**config.mk**
```make
export PLATFORM = sky130hd
export DESIGN_NAME = nkmd_ddr3_arb
export DESIGN_NICKNAME = d
export VERILOG_FILES = /design/src/rtl/nkmd_ddr3_arb.sv
export SDC_FILE = /design/constraint.sdc
export NUM_CORES = 1
export LEC_CHECK = 0
export CORE_ASPECT_RATIO = 0.7
export CORE_MARGIN = 8
export CORE_UTILIZATION = 38
export CTS_CLUSTER_DIAMETER = 120
export DETAILED_ROUTE_END_ITERATION = 16
export PLACE_DENSITY = 0.88
export SLEW_MARGIN = 0
export SYNTH_ARGS = -nofsm -noshare
export SYNTH_HDL_FRONTEND = slang
export SYNTH_SLANG_ARGS = --single-unit
```
**constraint.sdc**
```tcl
create_clock -name clk -period 5.4 [get_ports clk]
set_clock_uncertainty 0.1 [all_clocks]
set_input_delay 1.08 -clock clk [delete_from_list [all_inputs] [get_ports clk]]
set_output_delay 1.08 -clock clk [all_outputs]
set_load 0.03 [all_outputs]
```
**src/rtl/nkmd_ddr3_arb.sv**
```systemverilog
// nkmd_ddr3_arb: two-requester arbiter in front of one 32-bit MIG DDR3 user port.
//   Requester 0 is the CPU DDR3 bridge and requester 1 is the audio DMA engine.
//   One burst is in flight at a time. Writes stream their beats into the MIG
//   write FIFO before the command is issued. Reads issue the command, then pop
//   the read FIFO and route each word to the granted requester.
// Ports:
//   clk, rst_n                       clock, async active-low reset
//   reqN_valid/ready/we/addr/bl      command handshake (N = 0, 1)
//   reqN_wdata/wvalid/wready         write beats
//   rd_data, reqN_rvalid             registered read word and its owner
//   reqN_done                        end-of-transaction pulse
//   busy                             arbiter not idle
//   mig_cmd_*, mig_wr_*, mig_rd_*    MIG user port
module nkmd_ddr3_arb #(
    parameter bit PRIO1 = 1'b0          // 1: requester 1 always wins a tie
) (
    input  logic        clk,
    input  logic        rst_n,
    input  logic        req0_valid,
    output logic        req0_ready,
    input  logic        req0_we,
    input  logic [29:0] req0_addr,
    input  logic [5:0]  req0_bl,
    input  logic [31:0] req0_wdata,
    input  logic        req0_wvalid,
    output logic        req0_wready,
    output logic        req0_rvalid,
    output logic        req0_done,
    input  logic        req1_valid,
    output logic        req1_ready,
    input  logic        req1_we,
    input  logic [29:0] req1_addr,
    input  logic [5:0]  req1_bl,
    input  logic [31:0] req1_wdata,
    input  logic        req1_wvalid,
    output logic        req1_wready,
    output logic        req1_rvalid,
    output logic        req1_done,
    output logic [31:0] rd_data,
    output logic        busy,
    output logic        mig_cmd_en,
    output logic [2:0]  mig_cmd_instr,
    output logic [5:0]  mig_cmd_bl,
    output logic [29:0] mig_cmd_byte_addr,
    input  logic        mig_cmd_full,
    output logic        mig_wr_en,
    output logic [31:0] mig_wr_data,
    output logic [3:0]  mig_wr_mask,
    input  logic        mig_wr_full,
    output logic        mig_rd_en,
    input  logic [31:0] mig_rd_data,
    input  logic        mig_rd_empty
);
    typedef enum logic [2:0] {S_IDLE, S_WDATA, S_CMD, S_RDATA, S_DONE} state_t;

    state_t      state, nstate;
    logic        g;             // granted requester
    logic        last;          // requester granted most recently
    logic        we_q;
    logic [29:0] addr_q;
    logic [5:0]  bl_q;
    logic [6:0]  cnt;           // 7 bits: reaches 64 after a bl=63 burst
    logic [1:0]  rvalid_q;

    logic        win, accept;
    logic        sel_we;
    logic [29:0] sel_addr;
    logic [5:0]  sel_bl;
    logic        wvalid_g;
    logic [31:0] wdata_g;
    logic        last_beat;

    // Tie: fixed priority to 1, or the side that did not win last time.
    assign win      = (req0_valid & req1_valid) ? (PRIO1 ? 1'b1 : ~last) : req1_valid;
    assign sel_we   = win ? req1_we   : req0_we;
    assign sel_addr = win ? req1_addr : req0_addr;
    assign sel_bl   = win ? req1_bl   : req0_bl;
    assign wvalid_g = g ? req1_wvalid : req0_wvalid;
    assign wdata_g  = g ? req1_wdata  : req0_wdata;
    assign last_beat = (cnt == {1'b0, bl_q});

    assign busy              = (state != S_IDLE);
    assign mig_wr_mask       = 4'b0000;
    assign mig_cmd_instr     = (state == S_CMD && !we_q) ? 3'b001 : 3'b000;
    assign mig_cmd_bl        = bl_q;
    assign mig_cmd_byte_addr = addr_q;
    assign req0_rvalid       = rvalid_q[0];
    assign req1_rvalid       = rvalid_q[1];

    always_ff @(posedge clk or negedge rst_n) begin
        if (!rst_n) state <= S_IDLE;
        else        state <= nstate;
    end

    always_comb begin
        nstate      = state;
        accept      = 1'b0;
        req0_ready  = 1'b0;
        req1_ready  = 1'b0;
        req0_wready = 1'b0;
        req1_wready = 1'b0;
        req0_done   = 1'b0;
        req1_done   = 1'b0;
        mig_cmd_en  = 1'b0;
        mig_wr_en   = 1'b0;
        mig_wr_data = 32'h0;
        mig_rd_en   = 1'b0;
        case (state)
            S_IDLE: begin
                // ready is combinational from valid, so hold it off while in reset
                if ((req0_valid | req1_valid) && rst_n) begin
                    accept     = 1'b1;
                    req0_ready = ~win;
                    req1_ready = win;
                    nstate     = sel_we ? S_WDATA : S_CMD;
                end
            end
            S_WDATA: begin
                req0_wready = ~g & ~mig_wr_full;
                req1_wready =  g & ~mig_wr_full;
                mig_wr_en   = wvalid_g & ~mig_wr_full;
                mig_wr_data = wdata_g;
                if (mig_wr_en && last_beat) nstate = S_CMD;
            end
            S_CMD: begin
                mig_cmd_en = ~mig_cmd_full;
                if (!mig_cmd_full) nstate = we_q ? S_DONE : S_RDATA;
            end
            S_RDATA: begin
                mig_rd_en = ~mig_rd_empty;
                if (!mig_rd_empty && last_beat) nstate = S_DONE;
            end
            S_DONE: begin
                req0_done = ~g;
                req1_done = g;
                nstate    = S_IDLE;
            end
            default: nstate = S_IDLE;
        endcase
    end

    always_ff @(posedge clk or negedge rst_n) begin
        if (!rst_n) begin
            g        <= 1'b0;
            last     <= 1'b1;   // requester 0 wins the first tie
            we_q     <= 1'b0;
            addr_q   <= 30'h0;
            bl_q     <= 6'h0;
            cnt      <= 7'h0;
            rd_data  <= 32'h0;
            rvalid_q <= 2'b00;
        end else begin
            rvalid_q <= 2'b00;
            if (accept) begin
                g      <= win;
                last   <= win;
                we_q   <= sel_we;
                addr_q <= sel_addr & ~30'h3;
                bl_q   <= sel_bl;
                cnt    <= 7'h0;
            end
            if (mig_wr_en) cnt <= cnt + 7'd1;
            if (state == S_CMD) cnt <= 7'h0;
            if (mig_rd_en) begin
                cnt         <= cnt + 7'd1;
                rd_data     <= mig_rd_data;
                rvalid_q[g] <= 1'b1;
            end
        end
    end
endmodule

```
* Word-level counts from Yosys, hierarchy flattened
Index checks and enable logic that the tools add are counted.
** Word-level totals
- Input port bits :: 179
- Output and inout bits :: 119
- Memories :: 0
- Register bits after elaboration :: 81
- RAM bits :: 0
- Bits in latches :: 0
- Memory bits (read-only) :: 0
- Word-level logic and storage cells :: 78
** Cells by class
- Shift operators :: 0
- Multipliers :: 0
- Equality and inequality tests :: 9
- Add/subtract/negate cells :: 1
- Magnitude comparators :: 2
- Reduce and logical (&&, ||, !) cells :: 11
- Div/mod/pow operators :: 0
- Multiplexer cells :: 35
- Bitwise operators :: 11
** Operators by type and width (count)
- 2-to-1 mux 32 bit :: 2
- 2-to-1 mux 30 bit :: 1
- 2-to-1 mux 7 bit :: 4
- 2-to-1 mux 1 bit :: 18
- 2-to-1 mux 3 bit :: 5
- case mux 3 bit (4 select lines) :: 1
- inequality test 2 bit (second input constant) :: 4
- adder 7 x 1 -> 7 bit (second input constant) :: 1
- == test 7 x 6 -> 1 bit :: 1
- == test 3 x 2 -> 1 bit (second input constant) :: 2
- 2-to-1 mux 6 bit :: 1
- NOT 1 bit :: 6
- logical AND 1 bit :: 5
- AND 1 bit :: 4
- 2-to-1 mux 2 bit :: 2
- AND reduction 4 bit :: 1
- nonzero test 4 bit :: 1
- == test 3 x 1 -> 1 bit (second input constant) :: 1
- == test 3 bit (second input constant) :: 1
- logical NOT 3 bit :: 1
- nonzero test 3 bit :: 1
- logical NOT 1 bit :: 2
- < comparator 1 x 2 -> 1 bit (second input constant) :: 1
- demux 1 bit (select 1 bit) :: 1
- other kinds (2) :: 2

* Logic depth before layout (Yosys ltp)
Gate-level depths: netlist (run 1).
- Depth after elaboration :: 8
- Mapped depth :: 6
- Gate-level depth less buffers :: 5

* Worst setup path before layout (run 1)
Ideal clock, no wire load.
- Path type :: input -> output
- Start :: input req1_valid
- End :: output req0_ready
- Slack :: 2.174 ns
- Arrival time :: 2.046 ns
- Stages on the path :: 4
- Data required time :: 4.220 ns
- Buffers on the path :: 1
- Path through :: o21a_1 nand2_1 clkbuf_1 nor2_1
** On the way
- Word-level cells in the longest chain between the ends :: 5
- Elaborated cells between the ends (all ways) :: 7
- Classes of those cells :: mux (3); bitwise (3); reduce/logical (1)
** RTL lines
- from (decl) :: RTL line 29 : input logic req1_valid,
- AND 1 bit :: RTL line 74 : assign win = (req0_valid & req1_valid) ? (PRIO1 ? 1'b1 : ~last) : req1_valid;
- 2-to-1 mux 1 bit :: RTL line 74
- NOT 1 bit :: RTL line 113 : req0_ready = ~win;
- 2-to-1 mux 1 bit (*) :: RTL line 111 : if ((req0_valid | req1_valid) && rst_n) begin
- 2-to-1 mux 1 bit (*) :: RTL line 108 : case (state)
- to (decl) :: RTL line 20 : output logic req0_ready,
Every way passes the cells marked *; elsewhere a longest branch is shown, timed or not.

* Final worst setup path (run 1)
- Start :: input mig_rd_empty
- End :: output mig_rd_en
** On the way
- Word-level cells in the longest chain between the ends :: 2
** RTL lines
- from (decl) :: RTL line 52 : input logic mig_rd_empty
- NOT 1 bit :: RTL line 130 : mig_rd_en = ~mig_rd_empty;
- 2-to-1 mux 1 bit :: RTL line 108
- to (decl) :: RTL line 50 : output logic mig_rd_en,
No other way between the ends.

==> run metrics, run 1 <==
met3 usage 7.978%; die area 0.01458 mm²; setup TNS 0 ns; Worst-Skew Late Latency 0.32 ns; crit path launch type primary input; hold worst-path end mig_cmd_byte_addr[19]$_DFFE_PN0P_; Die Ht 103.5 µm; status finished, final reports clean; vias post-DR 3921; RR Endpoint state[0]$_DFFE_PN0P_; placer's final routability congestion estimate 0.8182; Hold Path Cell Cnt 2; Seq cells post-synth 81; final instance area 0.007396 mm²; CP startpoint mig_rd_empty; Multi-input gate area 0.001993 mm²; worst min-delay path startpoint mig_cmd_byte_addr[19]$_DFFE_PN0P_; worst reg2reg path depth 5; fin nets 844; synth-to-layout area growth 78.10%; Worst R2R Start g$_DFFE_PN0P_; RSZ-0062 raised after global routing no; number of global-route vias before repair 4287; DR DRC count 0; postcts setup bufs 0; Mapped Area 0.004153 mm²; Post-Syn Instances 390; Pre-antenna DRT Iters 4; ANT cells 0; max_cap viols 0; Overall Global Routing Usage 20.12%; Synth cell types 35; total CTS buffers 9; Req. time, crit path 4.22 ns; Root Buffer clkbuf_16; GR Layer Usage met1 22.40%; Final Total Pwr 3.971 mW; Storage cell area 0.002029 mm²; hold buffer count at cts 0; Starting Density 38.27%; vias per inst 4.770; M2 GR Usage 35.65%; Die W 140.9 µm; clock-pin slew on the worst setup and hold paths 0.06 ns; Setup-failing EPs final 0; DR iter-0 viols 76; GR peak layer met2; CTS sink count 81; share of cells above drive strength 1 8.969%; average size of a mapped cell 10.65 µm²; htree depth 3; # fillers 822; type of the worst setup path primary input to output pin; Clock Tree Buf Depth 2; initial antenna violation count 0; number of routed nets with antenna violations 0; fin crit share 76.86%; Worst Setup End Kind output pin; Worst-Margin Slew 1.050 ns; number of hold violations in the final report 0; pre-CTS worst setup slack 1.235 ns; sequential share of the synthesized area 48.84%; Final Critical Period 4.151 ns; Post-CTS Resized 0; CTS tree yes; max_slew headroom 30.01%; I/O Pins 298; Hold WC Path Type register to register; critical-path maximum fanout 34; Slew Viols, Final 0; drt wl/cell 18.43 µm; peak supply drop 0.3602 mV; first-pass GRT wire length 23000 µm; # rows 32; Reg2Reg Setup Slack 2.81 ns; GRT overflow 0; pwr/cell area 536.9 mW/mm²; synth warn 0; Peak Freq 0.2409 GHz; port bufs 285; PnR worst setup slack 1.249 ns; total placed instance area 0.007098 mm²; Arr. time, crit path 2.97 ns; Post-DP HPWL 12350 µm; drt total wl 15150 µm; Leak 3.126 nW; largest net degree at the start of global routing 83; Core Area 0.01085 mm²
[layout by cell type (no fill, tap or decap), types with 3 or more instances in the layout]
| master | instances |
|---|---|
| clkinv_4 | 3 |
| mux2_2 | 32 |
| dfrtp_1 | 79 |
| nand4_1 | 3 |
| clkdlybuf4s50_1 | 284 |
| xor2_1 | 11 |
| nor3_1 | 8 |
| mux2i_1 | 69 |
| nor2_1 | 40 |
| a21oi_1 | 3 |
| clkbuf_16 | 9 |
| buf_4 | 5 |
| a21o_1 | 3 |
| nand2_1 | 41 |
| conb_1 | 8 |
| o21ai_0 | 39 |
[cells in the mapped netlist (all sizes together)]
cell type,count,share of area (%)
a21boi,1,0.18
a21o,3,0.54
a21oi,3,0.36
a31o,1,0.21
and2,1,0.15
and3,2,0.30
buf,19,2.8
clkbuf,14,1.3
conb,1,0.090
dfrtp,80,48
dfstp,1,0.63
ha,1,0.30
inv,1,0.090
mux2,33,8.9
mux2i,69,17
nand2,42,3.8
nand2b,2,0.30
nand3,2,0.24
nand4,3,0.45
nor2,41,3.8
nor3,8,0.96
nor3b,1,0.18
nor4,2,0.30
nor4b,1,0.21
nor4bb,1,0.24
o21a,2,0.36
o21ai,39,4.7
o21bai,2,0.36
o31ai,1,0.18
o32ai,1,0.66
or3b,1,0.27
xor2,11,2.3
[registers in the layout (all words and copies together), names as in the netlist]
name               cells
cnt                    7
g                      1
last                   1
mig_cmd_bl             6
mig_cmd_byte_addr     28
rd_data               32
rvalid_q               2
state                  3
we_q                   1
[through the flow]
stage               util [%]  instances  hold WS, ns
detailed placement     65.42        806       0.3701
CTS                    68.16        822       0.3835
finish                 68.16        822       0.3808
floorplan                  -        397       0.3915
global route           68.16        822       0.4120
global placement       65.42        806       0.3631
[worst max-delay path by stage]
stage,end,slack (ns)
5_1_grt,mig_rd_en,1.16
4_1_cts,mig_rd_en,1.24
3_3_place_gp,mig_rd_en,1.26
3_5_place_dp,mig_rd_en,1.23
6_report,mig_rd_en,1.25
2_1_floorplan,req0_ready,2.17
[worst max-delay path, cell delays in order]
cell and delay [ns]:
clkdlybuf4s50_1 0.39, nand2b_1 0.24, nor2_2 0.12, buf_4 0.38
clkdlybuf4s50_1 0.76
[cell type report]
type / count / share of cell area [%]
Clock buffer: 10 / 3.096
Tap cell: 153 / 2.588
Timing Repair Buffer: 289 / 38.94
Inverter: 1 / 0.05075
Clock inverter: 6 / 0.9305
Sequential cell: 81 / 27.44
Multi-Input combinational cell: 282 / 26.95
[metal layers]
metal  vias to the layer above  share of wire (%)  wire length [µm]
met1                      1854                 39              5857
met2                       163                 50              7642
li1                       1887                  -                 -
met4                         0                1.8               280
met5                         -                  0                 0
met3                        17                9.0              1370
[report_power, final]
group          switching, mW  internal, mW  leakage (nW)
clock                  0.242         0.360         0.143
combinational           1.24          1.01          1.98
sequential             0.242         0.884          1.00
total                   1.72          2.25          3.13
[cell families (layout without fill, tap and decap cells)]
| group | Yosys count | in the layout | share of synthesized area (%) |
|---|---|---|---|
| buffers and inverters | 34 | 306 | 4.128 |
| other | 1 | 8 | 0.09030 |
| adder cells (fa/ha/maj) | 1 | 1 | 0.3012 |
| XOR/XNOR | 11 | 11 | 2.320 |
| multiplexers | 102 | 102 | 25.58 |
| AO/OA/AOI/OAI | 53 | 53 | 7.562 |
| AND/OR/NAND/NOR | 107 | 107 | 11.18 |
| flip-flops | 81 | 81 | 48.84 |
No activity file was read; power rests on OpenSTA's default activity.
==> run 2, diff against run 1 <==
CORE_UTILIZATION = 32   (was 38)
PLACE_DENSITY = 0.79   (was 0.88)
clock period = 3.42 ns   (was 5.4 ns; I/O delays follow)
==> run 2 against run 1 <==
Compared with the run above:
- flip-flop and latch count did not move
- cell area increased by 0.52%
- worst hold slack got worse by 0.0036 ns
- worst setup slack got worse by 1.1 ns
- via count shrank 0.43%
- critical path depth shrank 2
- clock power rose by 57%
- sequential power up 51%
- sequential share of layout area is 0.14 points lower
- non-clock buffer count increased by 2
- clock-buffer cell count grew 3
- critical endpoint is now mig_wr_en
- highest routed layer unchanged
- largest cell class unchanged
- combinational power increased by 63%
==> run metrics, run 2 (synthesis gave the netlist of run 1 again) <==
status finished, final reports clean (unchanged); crit path launch type register (was primary input); worst-path cell chain or3b_4, nor3_1, clkdlybuf4s50_1 (was clkdlybuf4s50_1, nand2b_1, nor2_2, buf_4, clkdlybuf4s50_1); Worst-Margin Slew 1.042 ns (was 1.050 ns); port bufs 285 (unchanged); fin crit share 95.72%; Post-CTS Resized 0 (unchanged); drt total wl 15700 µm (was 15150 µm); M2 GR Usage 31.91% (was 35.65%); Hold WC Path Type register to register (unchanged); cell-internal power 3.580 mW (was 2.250 mW); Die W 152.2 µm (was 140.9 µm); Hold Path Cell Cnt 2 (unchanged); Root Buffer clkbuf_16 (unchanged); Worst-Skew Late Latency 0.33 ns (was 0.32 ns); sequential share of power 27.1% (was 28.4%); max_slew headroom 30.52% (was 30.01%); Pre-antenna DRT Iters 4 (unchanged); placer's final routability congestion estimate 0.8324 (was 0.8182); Overall Global Routing Usage 18.13% (was 20.12%); Worst Setup End Kind output pin (unchanged); type of the worst setup path register to output pin (was primary input to output pin); Net Sw Frac 43.19% (was 43.34%); number of routed nets with antenna violations 0 (unchanged); number of global-route vias before repair 4388 (was 4287); Starting Density 33.09% (was 38.27%); max reg flops 32 (unchanged); critical-path maximum fanout 38 (was 34); first-pass GRT wire length 24490 µm (was 23000 µm); Hold WS 0.3771 ns (was 0.3808 ns); Peak Freq 0.3055 GHz; vias post-DR 3904 (was 3921); setup TNS 0 ns (unchanged); Storage cell area 0.002029 mm² (unchanged); initial antenna violation count 1 (was 0); GRT overflow 0 (unchanged); htree depth 3 (unchanged); I/O Pins 298 (unchanged); # fillers 1022 (was 822); Cell Count, Final, Fillers Out 834 (was 822); worst min-delay path startpoint mig_cmd_byte_addr[21]$_DFFE_PN0P_ (was mig_cmd_byte_addr[19]$_DFFE_PN0P_); Final Critical Period 3.273 ns; Post-DP HPWL 12820 µm (was 12350 µm); Leak 3.149 nW (was 3.126 nW); Multi-input gate area 0.001993 mm² (unchanged); clock-pin slew on the worst setup and hold paths 0.06 ns (about the same); total placed instance area 0.007142 mm² (was 0.007098 mm²); # rows 34 (was 32); fin nets 846 (was 844); worst reg2reg path depth 5 (unchanged); met3 usage 7.009% (was 7.978%); peak supply drop 0.5939 mV (was 0.3602 mV); largest net degree at the start of global routing 82 (was 83); Psw 2.721 mW (was 1.721 mW); max incr delay on CP 0.75 ns (was 0.76 ns); die area 0.01694 mm² (was 0.01458 mm²); drt wl/cell 18.82 µm (was 18.43 µm); Reg2Reg Setup Slack 1.09 ns (was 2.81 ns); Placed Instances 817 (was 806); CP top delay family simple AND/OR/NAND/NOR gates (was buffers and inverters); vias per inst 4.681 (was 4.770); Buffers & Inverters on Critical Path 1 (was 3); Slowest-stage cell, CP clkdlybuf4s50_1 (unchanged); RSZ-0062 raised after global routing no (unchanged); Req. time, crit path 2.64 ns (was 4.22 ns); Setup-failing EPs final 0 (unchanged); Arr. time, crit path 2.49 ns (was 2.97 ns); Worst R2R Start state[0]$_DFFE_PN0P_ (was g$_DFFE_PN0P_); pwr/cell area 847.5 mW/mm² (was 536.9 mW/mm²); hold worst-path end mig_cmd_byte_addr[21]$_DFFE_PN0P_ (was mig_cmd_byte_addr[19]$_DFFE_PN0P_); DR DRC count 0 (unchanged); CTS sink count 81 (unchanged); DR iter-0 viols 144 (was 76); Die Ht 111.3 µm (was 103.5 µm); Clock Tree Buf Depth 2 (unchanged); RR Endpoint cnt[6]$_DFFE_PN0P_ (was state[0]$_DFFE_PN0P_); GR peak layer met2 (unchanged); Comb power frac 57.9% (was 56.5%); max_cap viols 0 (unchanged); GR Layer Usage met1 20.11% (was 22.40%); Clk pwr share 15.0% (was 15.2%); postcts setup bufs 0 (unchanged); number of hold violations in the final report 0 (unchanged); Final Core Density 59.24% (was 68.16%); Core Area 0.01255 mm² (was 0.01085 mm²); Slew Viols, Final 0 (unchanged); share of cells above drive strength 1 9.389% (was 8.969%); CTS tree yes (unchanged); total CTS buffers 9 (unchanged); Final Total Pwr 6.301 mW (was 3.971 mW); pre-CTS worst setup slack 0.4000 ns (was 1.235 ns); PnR worst setup slack 0.1465 ns (was 1.249 ns); final instance area 0.007435 mm² (was 0.007396 mm²); most frequent cells in the layout clkdlybuf4s50_1 (281), dfrtp_1 (79), mux2i_1 (69) (was clkdlybuf4s50_1 (284), dfrtp_1 (79), mux2i_1 (69)); most common cell after layout, fill and taps aside clkdlybuf4s50_1 (unchanged); Largest Register rd_data (unchanged); hold buffer count at cts 0 (unchanged); synth-to-layout area growth 79.03% (was 78.10%)
-- run 2: cell types whose count changed in the layout (fill, tap and decap cells not counted), sizes merged --
cell,change
buf,+5
clkbuf,+3
clkdlybuf4s50,-3
clkinv,-2
clkinvlp,-1
diode,+1
-- run 2: routing by layer --
layer  wire length, µm  up-vias
met3              1347       13
met4               179        0
met5                 0        -
met1              6385     1840
li1                  -     1884
met2              7783      167
-- run 2: power by group through the flow --
stage          logic (mW)  clock network, mW  registers, mW
2_1_floorplan        1.39                  0           2.41
3_3_place_gp         3.61                  0           1.69
3_5_place_dp         3.68                  0           1.73
4_1_cts              3.69              0.980           1.72
5_1_grt              3.88               1.00           1.77
6_report             3.65              0.945           1.71
-- run 2: worst max path at each step --
stage | start | endpoint | slack, ns | cells after the start
after floorplan | g$_DFFE_PN0P_ | req0_done | 0.84 | 3
after global placement | mig_wr_full | mig_wr_en | 0.42 | 3
after detailed placement | mig_wr_full | mig_wr_en | 0.40 | 3
after CTS | state[0]$_DFFE_PN0P_ | mig_wr_en | 0.11 | 3
after global routing | state[0]$_DFFE_PN0P_ | req1_wready | 0.006 | 3
final | state[0]$_DFFE_PN0P_ | mig_wr_en | 0.15 | 3
-- run 2: worst register-to-register path, delay by kind of cell, from the launching register on --
family,cells,cell delay (ns)
AO/OA/AOI/OAI,1,0.53
XOR/XNOR,1,0.18
flip-flops,1,0.54
AND/OR/NAND/NOR,3,0.88
-- run 2: cell type report --
cell class              instances  area share [%]
clock buffers                  13           3.366
multi-input cells             282           26.81
clock inverters                 3          0.5385
flip-flops and latches         81           27.30
inverters                       1         0.05049
well taps                     162           2.726
repair buffers                291           39.18
diodes                          1         0.03366
